==> src/rtl/nn_node_mac_if.sv <==
// Control, input-stream and result handshake bundle for one nn_node_mac instance.
interface nn_node_mac_if #(
    parameter int DATA_W = 16,
    parameter int OUT_W  = 16,
    parameter int CNT_W  = 7
);
    logic              start;
    logic [DATA_W-1:0] bias;
    logic [1:0]        act_mode;
    logic              in_valid;
    logic              in_ready;
    logic [DATA_W-1:0] in_val;
    logic [DATA_W-1:0] coef;
    logic              out_valid;
    logic              out_ready;
    logic [OUT_W-1:0]  node_out;
    logic [CNT_W-1:0]  cnt_val;
    logic              busy;

    modport master (
        output start, bias, act_mode, in_valid, in_val, coef, out_ready,
        input  in_ready, out_valid, node_out, cnt_val, busy
    );

    modport slave (
        input  start, bias, act_mode, in_valid, in_val, coef, out_ready,
        output in_ready, out_valid, node_out, cnt_val, busy
    );
endinterface

==> src/rtl/nn_node_mac.sv <==
// Streaming NN node: accumulates NUM_IN signed Q-format products onto a bias,
// then applies the latched activation and saturates to OUT_W.
module nn_node_mac #(
    parameter int DATA_W = 16,
    parameter int FRAC_W = 8,
    parameter int NUM_IN = 64,
    parameter int ACC_W  = 40,
    parameter int OUT_W  = 16,
    parameter int CNT_W  = $clog2(NUM_IN + 1)
) (
    input  logic         clk,
    input  logic         n_rst,
    nn_node_mac_if.slave io
);
    localparam logic [1:0] S_IDLE  = 2'd0;
    localparam logic [1:0] S_ACCUM = 2'd1;
    localparam logic [1:0] S_ACT   = 2'd2;
    localparam logic [1:0] S_OUT   = 2'd3;
    localparam int PROD_W = 2 * DATA_W;
    localparam logic signed [ACC_W-1:0] SAT_MAX = {{(ACC_W-OUT_W+1){1'b0}}, {(OUT_W-1){1'b1}}};
    localparam logic signed [ACC_W-1:0] SAT_MIN = ~SAT_MAX;

    logic [1:0]              state_q, state_d;
    logic signed [ACC_W-1:0] acc_q, acc_d;
    logic [CNT_W-1:0]        cnt_q, cnt_d;
    logic [1:0]              mode_q, mode_d;
    logic [OUT_W-1:0]        out_q, out_d;
    logic                    ovld_q, ovld_d;

    logic signed [PROD_W-1:0] prod;
    logic signed [ACC_W-1:0]  prod_ext, bias_ext, r, y;
    logic                     xfer, last;

    assign prod     = $signed(io.in_val) * $signed(io.coef);
    assign prod_ext = {{(ACC_W-PROD_W){prod[PROD_W-1]}}, prod};
    assign bias_ext = {{(ACC_W-DATA_W){io.bias[DATA_W-1]}}, io.bias} <<< FRAC_W;
    assign r        = acc_q >>> FRAC_W;
    assign xfer     = (state_q == S_ACCUM) && io.in_valid;
    assign last     = (cnt_q == CNT_W'(NUM_IN - 1));

    // Code 11 falls through to identity.
    always_comb begin
        y = r;
        case (mode_q)
            2'b01:   y = r[ACC_W-1] ? '0 : r;
            2'b10:   y = (!r[ACC_W-1] && (r != '0)) ? ACC_W'(1) : '0;
            default: y = r;
        endcase
    end

    always_comb begin
        state_d = state_q;
        acc_d   = acc_q;
        cnt_d   = cnt_q;
        mode_d  = mode_q;
        out_d   = out_q;
        ovld_d  = ovld_q;
        case (state_q)
            S_IDLE: begin
                if (io.start) begin
                    acc_d   = bias_ext;
                    cnt_d   = '0;
                    mode_d  = io.act_mode;
                    state_d = S_ACCUM;
                end
            end
            S_ACCUM: begin
                if (xfer) begin
                    acc_d = acc_q + prod_ext;
                    cnt_d = cnt_q + 1'b1;
                    if (last) state_d = S_ACT;
                end
            end
            S_ACT: begin
                if (y > SAT_MAX)      out_d = SAT_MAX[OUT_W-1:0];
                else if (y < SAT_MIN) out_d = SAT_MIN[OUT_W-1:0];
                else                  out_d = y[OUT_W-1:0];
                ovld_d  = 1'b1;
                state_d = S_OUT;
            end
            default: begin
                if (io.out_ready) begin
                    ovld_d  = 1'b0;
                    state_d = S_IDLE;
                end
            end
        endcase
    end

    always_ff @(posedge clk or negedge n_rst) begin
        if (!n_rst) begin
            state_q <= S_IDLE;
            acc_q   <= '0;
            cnt_q   <= '0;
            mode_q  <= '0;
            out_q   <= '0;
            ovld_q  <= 1'b0;
        end else begin
            state_q <= state_d;
            acc_q   <= acc_d;
            cnt_q   <= cnt_d;
            mode_q  <= mode_d;
            out_q   <= out_d;
            ovld_q  <= ovld_d;
        end
    end

    assign io.in_ready  = (state_q == S_ACCUM);
    assign io.out_valid = ovld_q;
    assign io.node_out  = out_q;
    assign io.cnt_val   = cnt_q;
    assign io.busy      = (state_q != S_IDLE);
endmodule

==> src/flat_wrapper.sv <==
// flat-port wrapper written by rule: the top's interface ports become plain ports
module nn_node_mac_flat 
#(
    parameter int DATA_W = 16,
    parameter int FRAC_W = 8,
    parameter int NUM_IN = 64,
    parameter int ACC_W  = 40,
    parameter int OUT_W  = 16,
    parameter int CNT_W  = $clog2(NUM_IN + 1)
)
  (clk, n_rst, io_start, io_bias, io_act_mode, io_in_valid, io_in_val, io_coef, io_out_ready, io_in_ready, io_out_valid, io_node_out, io_cnt_val, io_busy);
  nn_node_mac_if #(.DATA_W(DATA_W), .OUT_W(OUT_W), .CNT_W(CNT_W)) io_i ();
  input  logic clk;
  input  logic n_rst;
  input wire logic [$bits(io_i.start)-1:0] io_start;
  input wire logic [$bits(io_i.bias)-1:0] io_bias;
  input wire logic [$bits(io_i.act_mode)-1:0] io_act_mode;
  input wire logic [$bits(io_i.in_valid)-1:0] io_in_valid;
  input wire logic [$bits(io_i.in_val)-1:0] io_in_val;
  input wire logic [$bits(io_i.coef)-1:0] io_coef;
  input wire logic [$bits(io_i.out_ready)-1:0] io_out_ready;
  output wire logic [$bits(io_i.in_ready)-1:0] io_in_ready;
  output wire logic [$bits(io_i.out_valid)-1:0] io_out_valid;
  output wire logic [$bits(io_i.node_out)-1:0] io_node_out;
  output wire logic [$bits(io_i.cnt_val)-1:0] io_cnt_val;
  output wire logic [$bits(io_i.busy)-1:0] io_busy;
  assign io_i.start = io_start;
  assign io_i.bias = io_bias;
  assign io_i.act_mode = io_act_mode;
  assign io_i.in_valid = io_in_valid;
  assign io_i.in_val = io_in_val;
  assign io_i.coef = io_coef;
  assign io_i.out_ready = io_out_ready;
  assign io_in_ready = io_i.in_ready;
  assign io_out_valid = io_i.out_valid;
  assign io_node_out = io_i.node_out;
  assign io_cnt_val = io_i.cnt_val;
  assign io_busy = io_i.busy;
  nn_node_mac #(.DATA_W(DATA_W), .FRAC_W(FRAC_W), .NUM_IN(NUM_IN), .ACC_W(ACC_W), .OUT_W(OUT_W), .CNT_W(CNT_W)) u_core (.clk(clk), .n_rst(n_rst), .io(io_i));
endmodule
==> config.mk <==
export PLATFORM = sky130hd
export DESIGN_NAME = nn_node_mac_flat
export DESIGN_NICKNAME = d
export VERILOG_FILES = /design/src/rtl/nn_node_mac_if.sv /design/src/rtl/nn_node_mac.sv /design/src/flat_wrapper.sv
export SDC_FILE = /design/constraint.sdc
export NUM_CORES = 1
export LEC_CHECK = 0
export BUFFER_PORTS_ARGS = -buffer_cell sky130_fd_sc_hd__buf_4
export CAP_MARGIN = 10
export CORE_MARGIN = 2
export CORE_UTILIZATION = 26
export DETAILED_ROUTE_END_ITERATION = 10
export SYNTH_ARGS = -nofsm -noshare
export SYNTH_HDL_FRONTEND = slang
export SYNTH_SLANG_ARGS = --single-unit
==> constraint.sdc <==
create_clock -name clk -period 5 [get_ports clk]
set_input_delay 0.5 -clock clk [delete_from_list [all_inputs] [get_ports clk]]
set_output_delay 0.5 -clock clk [all_outputs]
set_load 0.03 [all_outputs]
=== Word level (Yosys, flattened, before mapping) ===
Index checks and enable logic that the tools add are counted.

* Flip-flop bits (word level): 68
* Bits of input ports: 55
* Output and inout port bits: 26
* Logic and storage cells: 52

* Add/subtract/negate cells: 2
* Multiply operators: 1
* Order comparisons: 2
* Equality and inequality tests: 8
* Mux-type cells: 18
* Bitwise gates (word level): 1
* Reduce and logical (&&, ||, !) cells: 14

{| class="wikitable"
|+ Operator list
! operator !! number
|-
| $pmux W40 S2 || 2
|-
| $mux W40 || 2
|-
| $add A40 B32 Y40 || 1
|-
| $gt A40 B16 Y1 const B || 1
|-
| $lt A40 B16 Y1 const B || 1
|-
| $reduce_bool A40 Y1 || 1
|-
| $mul A16 B16 Y32 || 1
|-
| $mux W16 || 2
|-
| $mux W31 || 1
|-
| $mux W7 || 2
|-
| $pmux W7 S2 || 1
|-
| $mux W2 || 4
|-
| $add A7 B1 Y7 const B || 1
|-
| $eq A7 B6 Y1 const B || 1
|-
| $pmux W2 S3 || 1
|-
| $reduce_bool A2 Y1 || 3
|-
| $eq A2 B1 Y1 const B || 2
|-
| $eq A2 B2 Y1 const B || 2
|-
| $ne A2 B1 Y1 const B || 2
|-
| $reduce_and A2 Y1 || 2
|-
| $reduce_and A4 Y1 || 1
|-
| $reduce_bool A4 Y1 || 1
|-
| $reduce_and A3 Y1 || 1
|-
| $logic_and A1 B1 Y1 || 2
|-
| 7 further kinds || 8
|}

=== Longest topological paths before layout ===
* Depth in word-level cells: 7
* Mapped depth: 23
* Mapped depth without buffers: 22

=== Least setup slack after synthesis ===
Ideal clock, no wire load.

* Kind: input to register
* From: input port io_in_val[15]
* To: register u_core.acc_q[39]
* Library setup time: 141 ps
* Data arrival time: 6260 ps
* Data required time: 4859 ps
* Slack: -1402 ps
* Stages: 22
* Buffers on the path: 1
* Path through: clkbuf_1 -> nand2_1 -> inv_1 -> fa_1 -> fa_1 -> inv_1 -> fa_1 -> fa_1 -> inv_1 -> fa_1 -> inv_1 -> fa_1 -> inv_1 -> ha_1 -> o21ai_0 -> nand2b_1 -> a21oi_1 -> nand2b_1 -> or3b_2 -> o311a_1 -> nand3_1 -> a21oi_1

* Cells in the longest elaborated chain, start to end: 4

{| class="wikitable"
|+ Ends and longest elaborated chain
! item !! line !! RTL
|-
| from (decl) || flat_wrapper.sv:19 || <nowiki>input wire logic [$bits(io_i.in_val)-1:0] io_in_val;</nowiki>
|-
| $mul A16 B16 Y32 || nn_node_mac.sv:34 || <nowiki>assign prod = $signed(io.in_val) * $signed(io.coef);</nowiki>
|-
| $add A40 B32 Y40 || nn_node_mac.sv:69 || <nowiki>acc_d = acc_q + prod_ext;</nowiki>
|-
| $mux W40 || nn_node_mac.sv:68 || <nowiki>if (xfer) begin</nowiki>
|-
| $pmux W40 S2 || nn_node_mac.sv:58 || <nowiki>case (state_q)</nowiki>
|-
| to (signal assigned) || nn_node_mac.sv:93 || <nowiki>acc_q <= '0;</nowiki>
|-
| to (signal assigned) || nn_node_mac.sv:100 || <nowiki>acc_q <= acc_d;</nowiki>
|-
| to (decl) || nn_node_mac.sv:24 || <nowiki>logic signed [ACC_W-1:0] acc_q, acc_d;</nowiki>
|}

Every way passes these cells. The select of a mux whose other input is x is not followed.
A chain may end at the register's enable or synchronous reset.

=== Worst setup path in the final report ===
* From: input port io_coef[6]
* To: register u_core.acc_q[27]

* Cells in the longest elaborated chain, start to end: 4

{| class="wikitable"
|+ Ends and longest elaborated chain
! item !! line !! RTL
|-
| from (decl) || flat_wrapper.sv:20 || <nowiki>input wire logic [$bits(io_i.coef)-1:0] io_coef;</nowiki>
|-
| $mul A16 B16 Y32 || nn_node_mac.sv:34 ||
|-
| $add A40 B32 Y40 || nn_node_mac.sv:69 ||
|-
| $mux W40 || nn_node_mac.sv:68 ||
|-
| $pmux W40 S2 || nn_node_mac.sv:58 ||
|}

Every way passes these cells. The select of a mux whose other input is x is not followed.

==> metrics.md <==
| Metric | Value |
|---|---|
| Status | `finished with violations` |
| Failing checks | `negative setup slack` |
| Critical Path Source Type | `primary input` |
| N_diodes | `0` |
| CP endpoint | `u_core.acc_q[27]` |
| Minimum clock period | `5740 ps` |
| Most frequent cells in the layout | `inv_1 (373), fa_1 (306), buf_4 (251)` |
| Unrepaired setup endpoints after global routing | `yes` |
| Hold Slack | `282.3 ps` |
| CP arrival | `around 5900 ps` |
| Tightest Pin Transition | `959.9 ps` |
| Setup_tns | `-15360 ps` |
| NumNets Final | `2479` |
| Synth Cell Area | `15700 µm²` |
| Sequential fraction of the synthesis area | `0.1084` |
| GRT overflow | `0` |
| Initial antenna violation count | `1` |
| Synth Register Bits | `68` |
| Worst-Skew Late Latency | `330 ps` |
| FP Rows | `90` |
| Synth warn | `0` |
| Synth-to-Final Area Change | `32.16%` |
| Num CTS Buffers | `9` |
| CTS Sinks | `68` |
| IO Pins | `81` |
| Largest net degree at the start of global routing | `69` |
| Number of global-route vias before repair | `13.66k` |
| Final hold vios | `0` |
| Synth Instances | `1699` |
| Max-cap violations | `0` |
| First-pass GRT wire length | `71.69 mm` |
| RR Endpoint | `u_core.acc_q[37]` |
| Drt wl/cell | `15.58 µm` |
| Mapped Nets | `between 2k and 2.5k` |
| Hpwl dp | `36.41 mm` |
| Final Setup Violations | `27` |
| CP max FO | `8` |
| Placer Congestion | `0.8500` |
| Prevailing post-synth register cell | `dfrtp_1` |
| CTS clk-pin slew, worst paths | `about 60 ps` |
| Worst R2R Setup Slack | `-60 ps` |
| GRT Total Usage | `0.1410` |
| Top-area cell type share of the netlist area | `0.4207` |
| Drt via density | `about 4.5` |
| Slew Viols, Final | `0` |
| Clock Skew | `6.613 ps` |
| RR Startpoint | `u_core.acc_q[15]` |
| Worst Path Required | `5180 ps` |
| Initial core utilization | `0.2616` |
| Post-synthesis cell type count | `74` |
| Crit path launch | `io_coef[6]` |
| Layout Utilization | `0.3458` |
| Die area | `62380 µm²` |
| Ys async rst share | `1.000` |
| Remaining antenna violation count after routing | `0` |
| CP endpoint kind | `flip-flop` |
| WS Path Type | `in2reg` |
| R2R depth | `19` |
| Share of layout cells above drive strength 1 | `0.2971` |
| Max Freq | `0.1742 GHz` |
| Max Root-Sink Buffers | `2` |
| Total routed wirelength | `around 43 mm` |
| CTS tree | `built` |
| Initial DRT Pass Iterations | `6` |
| CTS hold repair buffers | `0` |
| Commonest non-fill, non-tap cell in the layout | `inv_1` |
| Worst slew margin | `0.3587` |
| Fin crit share | `1.148` |
| CTS H-tree lvls | `3` |
| EDFF count, synth | `0` |
| Via Count | `about 12k` |
| Chip height | `249.8 µm` |
| Core ar. | `60020 µm²` |
| Clk root buf | `clkbuf_16` |
| Cell type with the largest total area after synthesis | `fa_1` |
| Synth top area cells | `fa_1 (42%), dfrtp_1 (11%), inv_1 (10%), ha_1 (9.7%), and2_1 (4.6%)` |
| Remaining DRCs | `0` |
| Detailed Route Iter0 Violations | `722` |
| IO buf count | `80` |
| Setup ws final | `-739.5 ps` |
| Avg Cell Area, Syn | `9.243 µm²` |
| Die X | `249.8 µm` |
| Hold Path Class | `in2async` |
| Place WS | `-1221 ps` |
==> logic make-up after synthesis <==
group | synth area share
DFF | 0.1084
and+or+nand+nor | 0.1379
buffers and inverters | 0.1175
xor gates and xnor gates | 0.02056
adders and majority gates | 0.5179
AOI/OAI and AO/OA | 0.08987
muxes | 0.007888
==> synth_stat cells, drive strengths merged, types with 14 or more instances <==
master,number
clkbuf,46
and2,116
nand2,183
ha,122
xor2,16
fa,330
nor2,56
dfrtp,68
o21ai,47
nand3,23
and3,14
inv,422
xnor2,20
a21oi,66
==> metal layers <==
| layer | vias up | global-route usage | part of all wire |
|---|---|---|---|
| li1 | 5729 | - | - |
| met1 | 6316 | 0.1885 | 0.45 |
| met2 | 260 | 0.2435 | 0.50 |
| met3 | 49 | 0.01533 | 0.035 |
| met4 | 0 | 0.03477 | 0.019 |
| met5 | - | 0 | 0 |
==> layout make-up <==
type,count,area (µm²)
flip-flops and latches,68,1702
clock buffers,9,225.2
clock inverters,6,88.84
repair buffers,317,2821
well taps,782,978.4
fillers,6045,39270
multi-input cells,1154,13350
inverters,422,1590
==> what timing repair did <==
item                                    in CTS  in global routing
setup buffers                               24                 24
endpoints found under the setup margin      29                 30
cloned                                       1                  2
pin swaps                                  111                 87
resized for setup                          123                170
==> state kept, by name, summed over array words and instances, names as in the netlist <==
register,flops
u_core.io.out_valid,1
u_core.io.cnt_val,7
u_core.io.node_out,16
u_core.mode_q,2
u_core.state_q,2
u_core.acc_q,40
==> worst min path at each step <==
stage	start	end	slack [ps]	depth (start not counted)
floorplan	n_rst	u_core.acc_q[0]	200	0
global placement	u_core.acc_q[1]	u_core.acc_q[1]	490	1
detailed placement	u_core.acc_q[1]	u_core.acc_q[1]	510	1
CTS	n_rst	u_core.io.node_out[2]	330	1
global route	n_rst	u_core.io.cnt_val[1]	360	1
finish	n_rst	u_core.io.cnt_val[4]	280	1
==> through the flow <==
stage / std cells / cell area (µm²)
floorplan: 1699 / 16370
global placement: 2699 / 18940
detailed placement: 2699 / 18940
CTS: 2737 / 19960
global route: 2758 / 20750
finish: 2758 / 20750
==> worst max-delay path, stage by stage <==
cell and delay, ps:
buf_12 120, and2_4 160, fa_1 540, inv_2 40, fa_1 520, fa_1 420, inv_1 80, fa_2 470
fa_1 570, inv_2 40, fa_1 550, inv_2 50, ha_4 280, o21a_1 130, nor2_2 50, a2111o_1 400
a21bo_2 300, a31oi_4 180, buf_6 140, a311oi_2 90, xor2_1 180, o21ai_1 80
Power is not shown: default switching activity piles up to over one toggle a cycle in this logic, so the estimate is an artifact.
